### config.mk
export PLATFORM = sky130hd
export DESIGN_NAME = req_arbiter_4
export DESIGN_NICKNAME = d
export VERILOG_FILES = /design/src/rtl/req_arbiter_4_pkg.sv /design/src/rtl/req_arbiter_4_sel.sv /design/src/rtl/req_arbiter_4.sv
export SDC_FILE = /design/constraint.sdc
export NUM_CORES = 1
export LEC_CHECK = 0
export ABC_AREA = 1
export BUFFER_PORTS_ARGS = -buffer_cell sky130_fd_sc_hd__buf_2
export CORE_ASPECT_RATIO = 1.25
export CORE_MARGIN = 4
export CORE_UTILIZATION = 55
export CTS_CLUSTER_DIAMETER = 60
export DETAILED_ROUTE_END_ITERATION = 12
export PLACE_DENSITY_LB_ADDON = 0.1
export SYNTH_ARGS = -nofsm -noshare
export SYNTH_HDL_FRONTEND = slang
export SYNTH_HIERARCHICAL = 1
export SYNTH_SLANG_ARGS = --single-unit
### constraint.sdc
create_clock -name clk -period 2.2 [get_ports clk]
set_clock_uncertainty 0.05 [all_clocks]
set_input_delay 0.66 -clock clk [delete_from_list [all_inputs] [get_ports clk]]
set_output_delay 0.66 -clock clk [all_outputs]
set_load 0.02 [all_outputs]
### src/rtl/req_arbiter_4_pkg.sv
// Shared types and constants for the four-way request arbiter.
package req_arbiter_4_pkg;

  localparam int N_REQ = 4;
  localparam int ID_W  = 2;

  typedef enum logic [1:0] {
    IDLE    = 2'b00,
    GRANT   = 2'b01,
    RECOVER = 2'b10
  } arbState_e;

  // Expand a requester index into its one-hot grant vector.
  function automatic logic [N_REQ-1:0] idToOnehot(input logic [ID_W-1:0] id);
    logic [N_REQ-1:0] vec;
    vec     = '0;
    vec[id] = 1'b1;
    return vec;
  endfunction

endpackage

### src/rtl/req_arbiter_4_sel.sv
// Combinational requester selector: fixed priority (highest index wins)
// or round-robin search starting at a given index and wrapping 3 -> 0.
module pri_sel4
  import req_arbiter_4_pkg::*;
(
  input  logic [N_REQ-1:0] req,
  input  logic [ID_W-1:0]  start,
  input  logic             rr,
  output logic [N_REQ-1:0] sel_onehot,
  output logic [ID_W-1:0]  sel_id,
  output logic             sel_valid
);

  logic [ID_W-1:0] idx;

  // Pick the winning requester; in fixed mode later (higher) indices overwrite earlier ones.
  always_comb begin
    idx       = '0;
    sel_id    = '0;
    sel_valid = 1'b0;
    if (rr) begin
      for (int k = 0; k < N_REQ; k++) begin
        idx = start + ID_W'(k);
        if (!sel_valid && req[idx]) begin
          sel_id    = idx;
          sel_valid = 1'b1;
        end
      end
    end else begin
      for (int i = 0; i < N_REQ; i++) begin
        if (req[i]) begin
          sel_id    = ID_W'(i);
          sel_valid = 1'b1;
        end
      end
    end
    sel_onehot = sel_valid ? idToOnehot(sel_id) : '0;
  end

endmodule

### src/rtl/req_arbiter_4.sv
// Four-requester arbiter with fixed/round-robin selection, a bounded hold
// time that force-releases a grant, and a dead RECOVER cycle between grants.
module req_arbiter_4
  import req_arbiter_4_pkg::*;
#(
  parameter int MAX_HOLD = 8,
  parameter int HOLD_W   = 8
) (
  input  logic             clk,
  input  logic             rst_n,
  input  logic [N_REQ-1:0] req,
  input  logic             mode,
  output logic [N_REQ-1:0] gnt,
  output logic [ID_W-1:0]  gnt_id,
  output logic             busy,
  output logic             timeout
);

  localparam logic [HOLD_W-1:0] MaxHoldC = HOLD_W'(MAX_HOLD);

  arbState_e         state_q;
  logic [HOLD_W-1:0] holdCnt_q;
  logic [ID_W-1:0]   lastId_q;
  logic              ready_q;
  logic [N_REQ-1:0]  gnt_q;
  logic [ID_W-1:0]   gntId_q;
  logic              busy_q;
  logic              timeout_q;

  logic [ID_W-1:0]   startId;
  logic [N_REQ-1:0]  selOnehot;
  logic [ID_W-1:0]   selId;
  logic              selValid;

  assign startId = lastId_q + ID_W'(1);

  pri_sel4 uSel (
    .req        (req),
    .start      (startId),
    .rr         (mode),
    .sel_onehot (selOnehot),
    .sel_id     (selId),
    .sel_valid  (selValid)
  );

  // Arbiter FSM with registered grant outputs; ready_q holds off any grant
  // on the first edge after reset release.
  always_ff @(posedge clk or negedge rst_n) begin
    if (!rst_n) begin
      state_q   <= IDLE;
      holdCnt_q <= '0;
      lastId_q  <= 2'b11;
      ready_q   <= 1'b0;
      gnt_q     <= '0;
      gntId_q   <= '0;
      busy_q    <= 1'b0;
      timeout_q <= 1'b0;
    end else begin
      ready_q   <= 1'b1;
      timeout_q <= 1'b0;
      case (state_q)
        IDLE: begin
          if (ready_q && selValid) begin
            state_q   <= GRANT;
            gnt_q     <= selOnehot;
            gntId_q   <= selId;
            lastId_q  <= selId;
            busy_q    <= 1'b1;
            holdCnt_q <= HOLD_W'(1);
          end
        end
        GRANT: begin
          if (!req[gntId_q]) begin
            state_q   <= RECOVER;
            gnt_q     <= '0;
            gntId_q   <= '0;
            busy_q    <= 1'b0;
            holdCnt_q <= '0;
          end else if (holdCnt_q == MaxHoldC) begin
            state_q   <= RECOVER;
            gnt_q     <= '0;
            gntId_q   <= '0;
            busy_q    <= 1'b0;
            holdCnt_q <= '0;
            timeout_q <= 1'b1;
          end else begin
            holdCnt_q <= holdCnt_q + HOLD_W'(1);
          end
        end
        RECOVER: begin
          state_q <= IDLE;
        end
        default: begin
          state_q   <= IDLE;
          gnt_q     <= '0;
          gntId_q   <= '0;
          busy_q    <= 1'b0;
          holdCnt_q <= '0;
        end
      endcase
    end
  end

  assign gnt     = gnt_q;
  assign gnt_id  = gntId_q;
  assign busy    = busy_q;
  assign timeout = timeout_q;

endmodule

== After elaboration in Yosys (flattened, before gate mapping) ==
Cells that the tools add are included.

* Add/subtract/negate cells: 5
* $lt $le $gt $ge: 7
* Eq/ne operators: 5
* Multiplexer cells: 56
* Bitwise logic cells: 1
* Reductions and logical operators: 13

{| class="wikitable"
|+ Operator list
! kind !! number
|-
| 2-bit 2-to-1 mux || 13
|-
| 1-bit 2-to-1 mux || 25
|-
| 8-bit 2-to-1 mux || 3
|-
| 8-bit one-hot mux with 3 select lines || 1
|-
| 2-bit by 3-bit less-than comparator with 1-bit output, second input constant || 6
|-
| 4-bit 2-to-1 mux || 4
|-
| 4-bit one-hot mux with 3 select lines || 1
|-
| 1-bit binary-select mux with 2-bit select || 5
|-
| 8-bit by 1-bit adder with 8-bit output, second input constant || 1
|-
| 8-bit by 4-bit == test with 1-bit output, second input constant || 1
|-
| 2-bit one-hot mux with 3 select lines || 1
|-
| 2-bit AND reduction || 3
|-
| 1-bit logical AND || 5
|-
| 2-bit by 1-bit adder with 2-bit output, second input constant || 2
|-
| 2-bit adder, second input constant || 2
|-
| 2-bit one-hot mux with 2 select lines || 1
|-
| 1-bit logical NOT || 3
|-
| 3-bit inequality test, second input constant || 1
|-
| 1-bit one-hot mux with 3 select lines || 1
|-
| 3-bit AND reduction || 1
|-
| 1-bit demux with 2-bit select || 1
|-
| 2-bit by 1-bit == test with 1-bit output, second input constant || 1
|-
| 2-bit == test, second input constant || 1
|-
| 2-bit by 1-bit >= comparator with 1-bit output, second input constant || 1
|-
| 3 further kinds || 3
|}

* Flip-flop bits (word level): 21
* Bits of input ports: 7
* Output and inout port bits: 8
* Logic and storage cells: 95

== Depth between registers and ports, before layout ==
Gate-level depths: netlist of the first run.

* Depth after elaboration: 24
* Gate-level depth with buffers: 15
* Gate-level depth less buffers: 15

== Cells and area by module ==
The synthesis of the first run kept the hierarchy.

{| class="wikitable"
|+ Modules (own cells, without submodules)
! module !! times used !! cells each !! area an instance (um2)
|-
| req_arbiter_4 || 1 || 129 || 1071.0
|-
| pri_sel4 || 1 || 81 || 396.6
|}

== Least setup slack after synthesis of the first run ==
No wires, ideal clock.

* Path kind: flip-flop to flip-flop
* Start point: register lastId_q[0]
* End point: register gnt_q[0] (netlist: gnt[0])
* Library setup time: 0.066 ns
* Arrival time: 1.812 ns
* Data required time: 2.084 ns
* Slack: 0.272 ns
* Cell stages (with the launch flop): 14
* Buffers on the path: 0
* Clock period less this slack: 1.928 ns
* Cells stage by stage: dfstp_2 xor2_1 nand2_1 nand2_4 nand2_2 nand2_2 nand3_1 nor2_1 nor2_2 nand2_2 nand2_2 nor2_2 nand4_1 nand2_1

* Longest elaborated chain between the ends: 24

{| class="wikitable"
|+ RTL lines
! item !! line !! source
|-
| start: declaration || req_arbiter_4.sv:23 || <nowiki>logic [ID_W-1:0] lastId_q;</nowiki>
|-
| start signal: assignment || req_arbiter_4.sv:67 || <nowiki>lastId_q <= selId;</nowiki>
|-
| 2-bit by 1-bit adder with 2-bit output * || req_arbiter_4.sv:35 || <nowiki>assign startId = lastId_q + ID_W'(1);</nowiki>
|-
| via startId[1] || req_arbiter_4.sv:30 || <nowiki>logic [ID_W-1:0] startId;</nowiki>
|-
| 1-bit binary-select mux with 2-bit select || req_arbiter_4_sel.sv:24 || <nowiki>if (!sel_valid && req[idx]) begin</nowiki>
|-
| 1-bit 2-to-1 mux (implied by the code) || req_arbiter_4_sel.sv:24 ||
|-
| 1-bit 2-to-1 mux || req_arbiter_4_sel.sv:24 ||
|-
| 1-bit 2-to-1 mux || req_arbiter_4_sel.sv:21 || <nowiki>if (rr) begin</nowiki>
|-
| 1-bit logical NOT || req_arbiter_4_sel.sv:24 ||
|-
| 1-bit logical AND || req_arbiter_4_sel.sv:24 ||
|-
| (+10 left out) || -- ||
|-
| 2-bit by 3-bit less-than comparator with 1-bit output (implied by the code) or 2-bit by 1-bit >= comparator with 1-bit output (tied branches) || req_arbiter_4_pkg.sv:17 || <nowiki>vec[id] = 1'b1;</nowiki>
|-
| 1-bit logical AND (implied by the code) || req_arbiter_4_pkg.sv:17 ||
|-
| 1-bit 2-to-1 mux (implied by the code) || req_arbiter_4_pkg.sv:17 ||
|-
| 1-bit demux with 2-bit select || -- ||
|-
| 4-bit 2-to-1 mux * || req_arbiter_4_sel.sv:37 || <nowiki>sel_onehot = sel_valid ? idToOnehot(sel_id) : '0;</nowiki>
|-
| via selOnehot[0] || req_arbiter_4.sv:31 || <nowiki>logic [N_REQ-1:0] selOnehot;</nowiki>
|-
| 4-bit 2-to-1 mux * || req_arbiter_4.sv:63 || <nowiki>if (ready_q && selValid) begin</nowiki>
|-
| 4-bit one-hot mux with 3 select lines * || req_arbiter_4.sv:61 || <nowiki>case (state_q)</nowiki>
|-
| end signal: assignment || req_arbiter_4.sv:65 || <nowiki>gnt_q <= selOnehot;</nowiki>
|-
| end: declaration || req_arbiter_4.sv:25 || <nowiki>logic [N_REQ-1:0] gnt_q;</nowiki>
|}

Mark *: on every way through the listed nets, which the timed path passes. The rest lies on a longest branch. The select of a mux whose other input is x is not followed.
A chain may end at the register's enable or synchronous reset.

== Worst setup path in the final report of the first run ==
* Start point: register lastId_q[1]
* End point: register gnt_q[1] (netlist: gnt[1])

Same word-level chain as after synthesis.

==> results_dict.tcl, run 1 <==
set metrics [dict create \
    start_kind "register" \
    drv_cap 0 \
    hold_slack_ps 239.6 \
    grt_pass1_wl_mm 5.354 \
    fin_ws_ps 163.1 \
    yosysMostFrequentCell "nand2_1" \
    r2r_slack_ps 160 \
    yosys_warnings 6 \
    dp_hpwl_mm 2.477 \
    power_leakage_uw 0.0009256 \
    cts_sinks 21 \
    htree_levels 1 \
    register_area_um2 528.0 \
    synth_ff_type "dfrtp_1" \
    die_h_um 65.76 \
    wl_per_cell_um 12.13 \
    design_power_total_uw 2243 \
    drtAntennaViolNets 0 \
    syn_avg_cell_area_um2 6.989 \
    nFillCells 237 \
    arrival_ps 2250 \
    crit_start "lastId_q[1]" \
    port_buffers 14 \
    p_per_area_mw_per_mm2 1385 \
    grt_usage 0.2011 \
    syn-num-nets 219 \
    reg2reg_to "gnt[1]" \
    final.period_utilization 0.9259 \
    drtPass1Iterations 4 \
    cts-buffers-inserted 3 \
    vdd_drop_max_mv 0.6826 \
    grt_antenna_before_repair 0 \
    hold_buffers 0 \
    synth_top_area_cell "dfrtp_1" \
    status "finished, final reports clean" \
    grt_pass1_vias 1265 \
    place_area_mm2 0.001583 \
    crit_type "register to register" \
    drive_gt1_frac 0.2435 \
    period_minus_slack_ps 2037 \
    pin_count 15 \
    routed_wl_mm 3.189 \
    antenna_cells 0 \
    synth_commonest_cells "nand2_1 (76), inv_1 (20), dfrtp_1 (19)" \
    ys_seq_elements 21 \
    cp-endpoint "gnt[1]" \
    drc 0 \
    cts_tree "done" \
    final_hold_viol_count 0 \
    synth_top_area_share 0.3240 \
    fp.dieW_um 54.21 \
    drtIter0Drc 43 \
    crit_required_ps 2410 \
    die_area_mm2 0.003564 \
    hp-class "input port to async pin" \
    syn-instance-count 210 \
    clk_pin_slew_ps 130 \
    clk_latency_ps 310 \
    ys_types 25 \
    clk_path_buf_depth 2 \
    gp_congestion 0.8532 \
    design_area_mm2 0.001620 \
    place_ws_ps 187.4 \
    synth-seq-area-share 0.3598 \
    core_area_mm2 0.002502 \
    grt_overflow 0 \
    crit_path_max_fanout 6 \
    synth_edf_count 0 \
    reg2reg_depth 14 \
    synth_area_mm2 0.001468 \
    ys_async_sr_fraction 1.000 \
    rows 20 \
    multi_input_comb_area_um2 825.8 \
    synth_area_leaders "dfrtp_1 (32%), nand2_1 (19%), inv_1 (5.1%)" \
    vias_per_cell 5.171 \
    maxSlewViolCount 0 \
    area_delta_synth_final_pct 10.40 \
    vias 1360 \
    finalSetupViolCount 0 \
    endpoint_kind "register" \
    fin_tns_setup_ps 0 \
    r2r_start "lastId_q[1]" \
    fmax_ghz 0.4909 \
    clock-root-buffer "clkbuf_4" \
    grt_max_degree 22 \
    start_util 0.5865 \
    final_nets 240 \
]
-- kinds of logic after synthesis --
| logic type | after synthesis | share of synthesized area |
|---|---|---|
| and+or+nand+nor | 141 | 0.4586 |
| xor gates and xnor gates | 5 | 0.02984 |
| other | 1 | 0.002555 |
| DFF | 21 | 0.3598 |
| adders and majority gates | 2 | 0.01705 |
| buffers and inverters | 29 | 0.07928 |
| AOI/OAI and AO/OA | 11 | 0.05286 |
-- timing repair --
action / in CTS / in global routing
gates resized for setup: 0 / 1
setup endpoints to repair: 0 / 1
buffers inserted: 0 / 1
-- registers in the layout (all words and copies together) (netlist names) --
name,cells
state_q,2
ready_q,1
lastId_q,2
holdCnt_q,8
timeout,1
gnt,4
gnt_id,2
busy,1
-- metal layers --
layer / vias to the layer above / part of all wire / GRT usage
li1: 691 / - / -
met1: 644 / 0.41 / 0.2277
met2: 23 / 0.56 / 0.3683
met3: 2 / 0.033 / 0.03175
met4: 0 / 0.0025 / 0.06231
met5: - / 0 / 0
-- cells in the final DEF (no fill, tap or decap), drive strengths merged --
cell / count
clkbuf: 3
a211oi: 1
conb: 1
a21oi: 2
nor2: 25
o21bai: 2
xor2: 5
nand3: 18
clkinv: 1
a31oi: 1
dfrtp: 19
inv: 28
dfstp: 2
ha: 2
buf: 17
nor3: 1
o22ai: 2
o21ai: 3
nand4: 8
nand2: 89
-- power breakdown --
group / total, uW / switching (uW) / internal [uW] / leakage [uW]
Combinational: 1460 / 963 / 494 / 0.000634
Clock: 188 / 121 / 67.9 / 0.0000177
Sequential: 598 / 93.9 / 504 / 0.000274
-- worst min path at each step --
stage,start,to,slack [ps]
finish,rst_n,holdCnt_q[0],240
global route,rst_n,gnt[2],260
CTS,rst_n,gnt[2],250
detailed placement,gnt[3],gnt[3],400
global placement,gnt[3],gnt[3],400
floorplan,rst_n,busy,310
-- critical path, stage by stage, from the launching register on --
cell and delay, ps:
dfstp_2 560, xor2_1 140, buf_4 160, inv_2 70, nand2_2 80, nand2_4 60
nor2_1 160, inv_1 70, nand3_1 70, nor2_1 60, nor2_2 80, nand2_2 90
nor2_1 140, nand4_1 100, nand2_1 80
-- metrics by stage --
step / cells / util
floorplan: 210 / -
global placement: 258 / 0.6325
detailed placement: 258 / 0.6325
CTS: 262 / 0.6435
global route: 263 / 0.6475
finish: 263 / 0.6475
-- layout make-up --
| type | instances | area share |
|---|---|---|
| clock buffer | 3 | 0.01390 |
| clock inverter | 1 | 0.003089 |
| inverter | 28 | 0.06487 |
| multi-input combinational | 160 | 0.5097 |
| sequential | 21 | 0.3259 |
| tap | 33 | 0.02548 |
| timing repair buffer | 17 | 0.05714 |
Note: power is estimated with default switching activity, not from simulation.
==> inputs of run 2 (changes only) <==
--- a/config.mk
+++ b/config.mk
@@ -12,7 +12,7 @@
 export CORE_UTILIZATION = 55
 export CTS_CLUSTER_DIAMETER = 60
 export DETAILED_ROUTE_END_ITERATION = 12
-export PLACE_DENSITY_LB_ADDON = 0.1
+export PLACE_DENSITY = 0.87
 export SYNTH_ARGS = -nofsm -noshare
 export SYNTH_HDL_FRONTEND = slang
 export SYNTH_HIERARCHICAL = 1
==> results_dict.tcl, run 2 (synthesis gave the netlist of run 1 again) <==
set metrics [dict create \
    fmax_ghz 0.5054 \
    vias_per_cell 5.073 \
    cts_tree "done" \
    start_util 0.5865 \
    fp.dieW_um 54.21 \
    maxSlewViolCount 0 \
    reg2reg_depth 13 \
    fin_tns_setup_ps 0 \
    antenna_cells 0 \
    htree_levels 1 \
    grt_busiest_layer "met2" \
    crit_required_ps 2360 \
    place_area_mm2 0.001583 \
    vdd_drop_max_mv 0.6421 \
    r2r_start "lastId_q[0]" \
    power_leakage_uw 0.0009208 \
    routed_wl_mm 2.978 \
    clock-root-buffer "clkbuf_4" \
    rsz0062_at_grt "false" \
    grtUsageMet3 0.03628 \
    grt_pass1_vias 1271 \
    pin_count 15 \
    met2_usage 0.3398 \
    largest-register "holdCnt_q" \
    arrival_ps 2140 \
    cts-buffers-inserted 3 \
    r2r_slack_ps 220 \
    reg2reg_to "gnt[2]" \
    mostFrequentLayoutCell "nand2_1" \
    area_delta_synth_final_pct 9.889 \
    core_area_mm2 0.002502 \
    drc 0 \
    endpoint_kind "register" \
    gp_congestion 0.9243 \
    grt_usage 0.1911 \
    grt_antenna_before_repair 0 \
    final.period_utilization 0.8993 \
    grt_overflow 0 \
    drv_cap 0 \
    port_buffers 14 \
    drtPass1Iterations 4 \
    wl_per_cell_um 11.37 \
    grt_max_degree 22 \
    drtAntennaViolNets 0 \
    vias 1329 \
    largest_register_ffs 8 \
    status "finished, final reports clean" \
    clk_path_buf_depth 2 \
    drtIter0Drc 54 \
    post_cts_buffers 0 \
    final_nets 239 \
    design_area_mm2 0.001613 \
    hp-class "input port to async pin" \
    clk_pin_slew_ps 120 \
    mostFrequentLayoutCells "nand2_1 (76), inv_1 (20), dfrtp_1 (19), nor2_1 (17), nand3_1 (15)" \
    clk_latency_ps 300 \
    finalSetupViolCount 0 \
    grt_pass1_wl_mm 5.147 \
    die_area_mm2 0.003564 \
    drive_gt1_frac 0.2402 \
    hold_buffers 0 \
    cts_sinks 21 \
    cts_resized 0 \
    start_kind "register" \
    crit_path_max_fanout 6 \
    rows 20 \
    final_hold_viol_count 0 \
    p_per_area_mw_per_mm2 1372 \
    period_minus_slack_ps 1978 \
    grt_util_met1 0.2092 \
    dp_hpwl_mm 2.354 \
    crit_type "register to register" \
    die_h_um 65.76 \
]
## run 2: changes by cell type in the layout (fill, tap and decap cells not counted), sizes merged
| cell | before | now |
|---|---|---|
| buf | 17 | 16 |
## run 2: how the worst max path moves through the flow
| stage | cells after the start | startpoint | to | slack (ps) |
|---|---|---|---|---|
| 3_3_place_gp | 14 | req[0] | gnt[0] | 210 |
| 2_1_floorplan | 13 | lastId_q[0] | gnt[0] | 270 |
| 5_1_grt | 13 | lastId_q[0] | gnt[3] | 20 |
| 6_report | 13 | lastId_q[0] | gnt[2] | 220 |
| 3_5_place_dp | 14 | req[0] | gnt[0] | 210 |
| 4_1_cts | 14 | lastId_q[0] | gnt_id[0] | 230 |
## run 2: through the flow
step	std cells	utilization	total power, uW	hold WS (ps)	setup slack [ps]
finish	262	0.6445	2212	236.3	221.5
floorplan	210	-	1712	314.4	272.0
global placement	258	0.6325	1998	400.3	207.3
detailed placement	258	0.6325	2024	407.9	208.9
global route	262	0.6445	2425	253.0	17.03
CTS	262	0.6435	2219	240.5	229.8
## run 2: per-layer routing
| layer | wire [um] | part of all wire | vias to the layer above |
|---|---|---|---|
| met3 | 82 | 0.028 | 10 |
| li1 | - | - | 693 |
| met1 | 1237 | 0.42 | 604 |
| met5 | 0 | 0 | - |
| met4 | 77 | 0.026 | 0 |
| met2 | 1580 | 0.53 | 22 |
## run 2: worst max-delay path, stage by stage (launching register included)
cell and delay [ps]:
dfstp_2 570, xor2_1 130, buf_4 160, inv_2 70, nand2_2 80, nand2_4 70
nand2_2 60, nand2_2 70, nand4_1 80, nand2_1 90, o21bai_1 240, nor2_2 70
nand4_1 90, nand2_1 50
## run 2: report_power, final
part / total, uW / switching (uW) / internal [uW]
sequential: 600 / 96.0 / 504
clock: 184 / 116 / 67.8
combinational: 1430 / 952 / 476
## run 2: layout make-up
| type | instances | area, um2 |
|---|---|---|
| clock buffers | 3 | 22.52 |
| clock inverters | 1 | 5.005 |
| fillers | 230 | 889.6 |
| inverters | 28 | 105.1 |
| multi-input cells | 160 | 825.8 |
| flip-flops and latches | 21 | 528.0 |
| well taps | 33 | 41.29 |
| repair buffers | 16 | 85.08 |
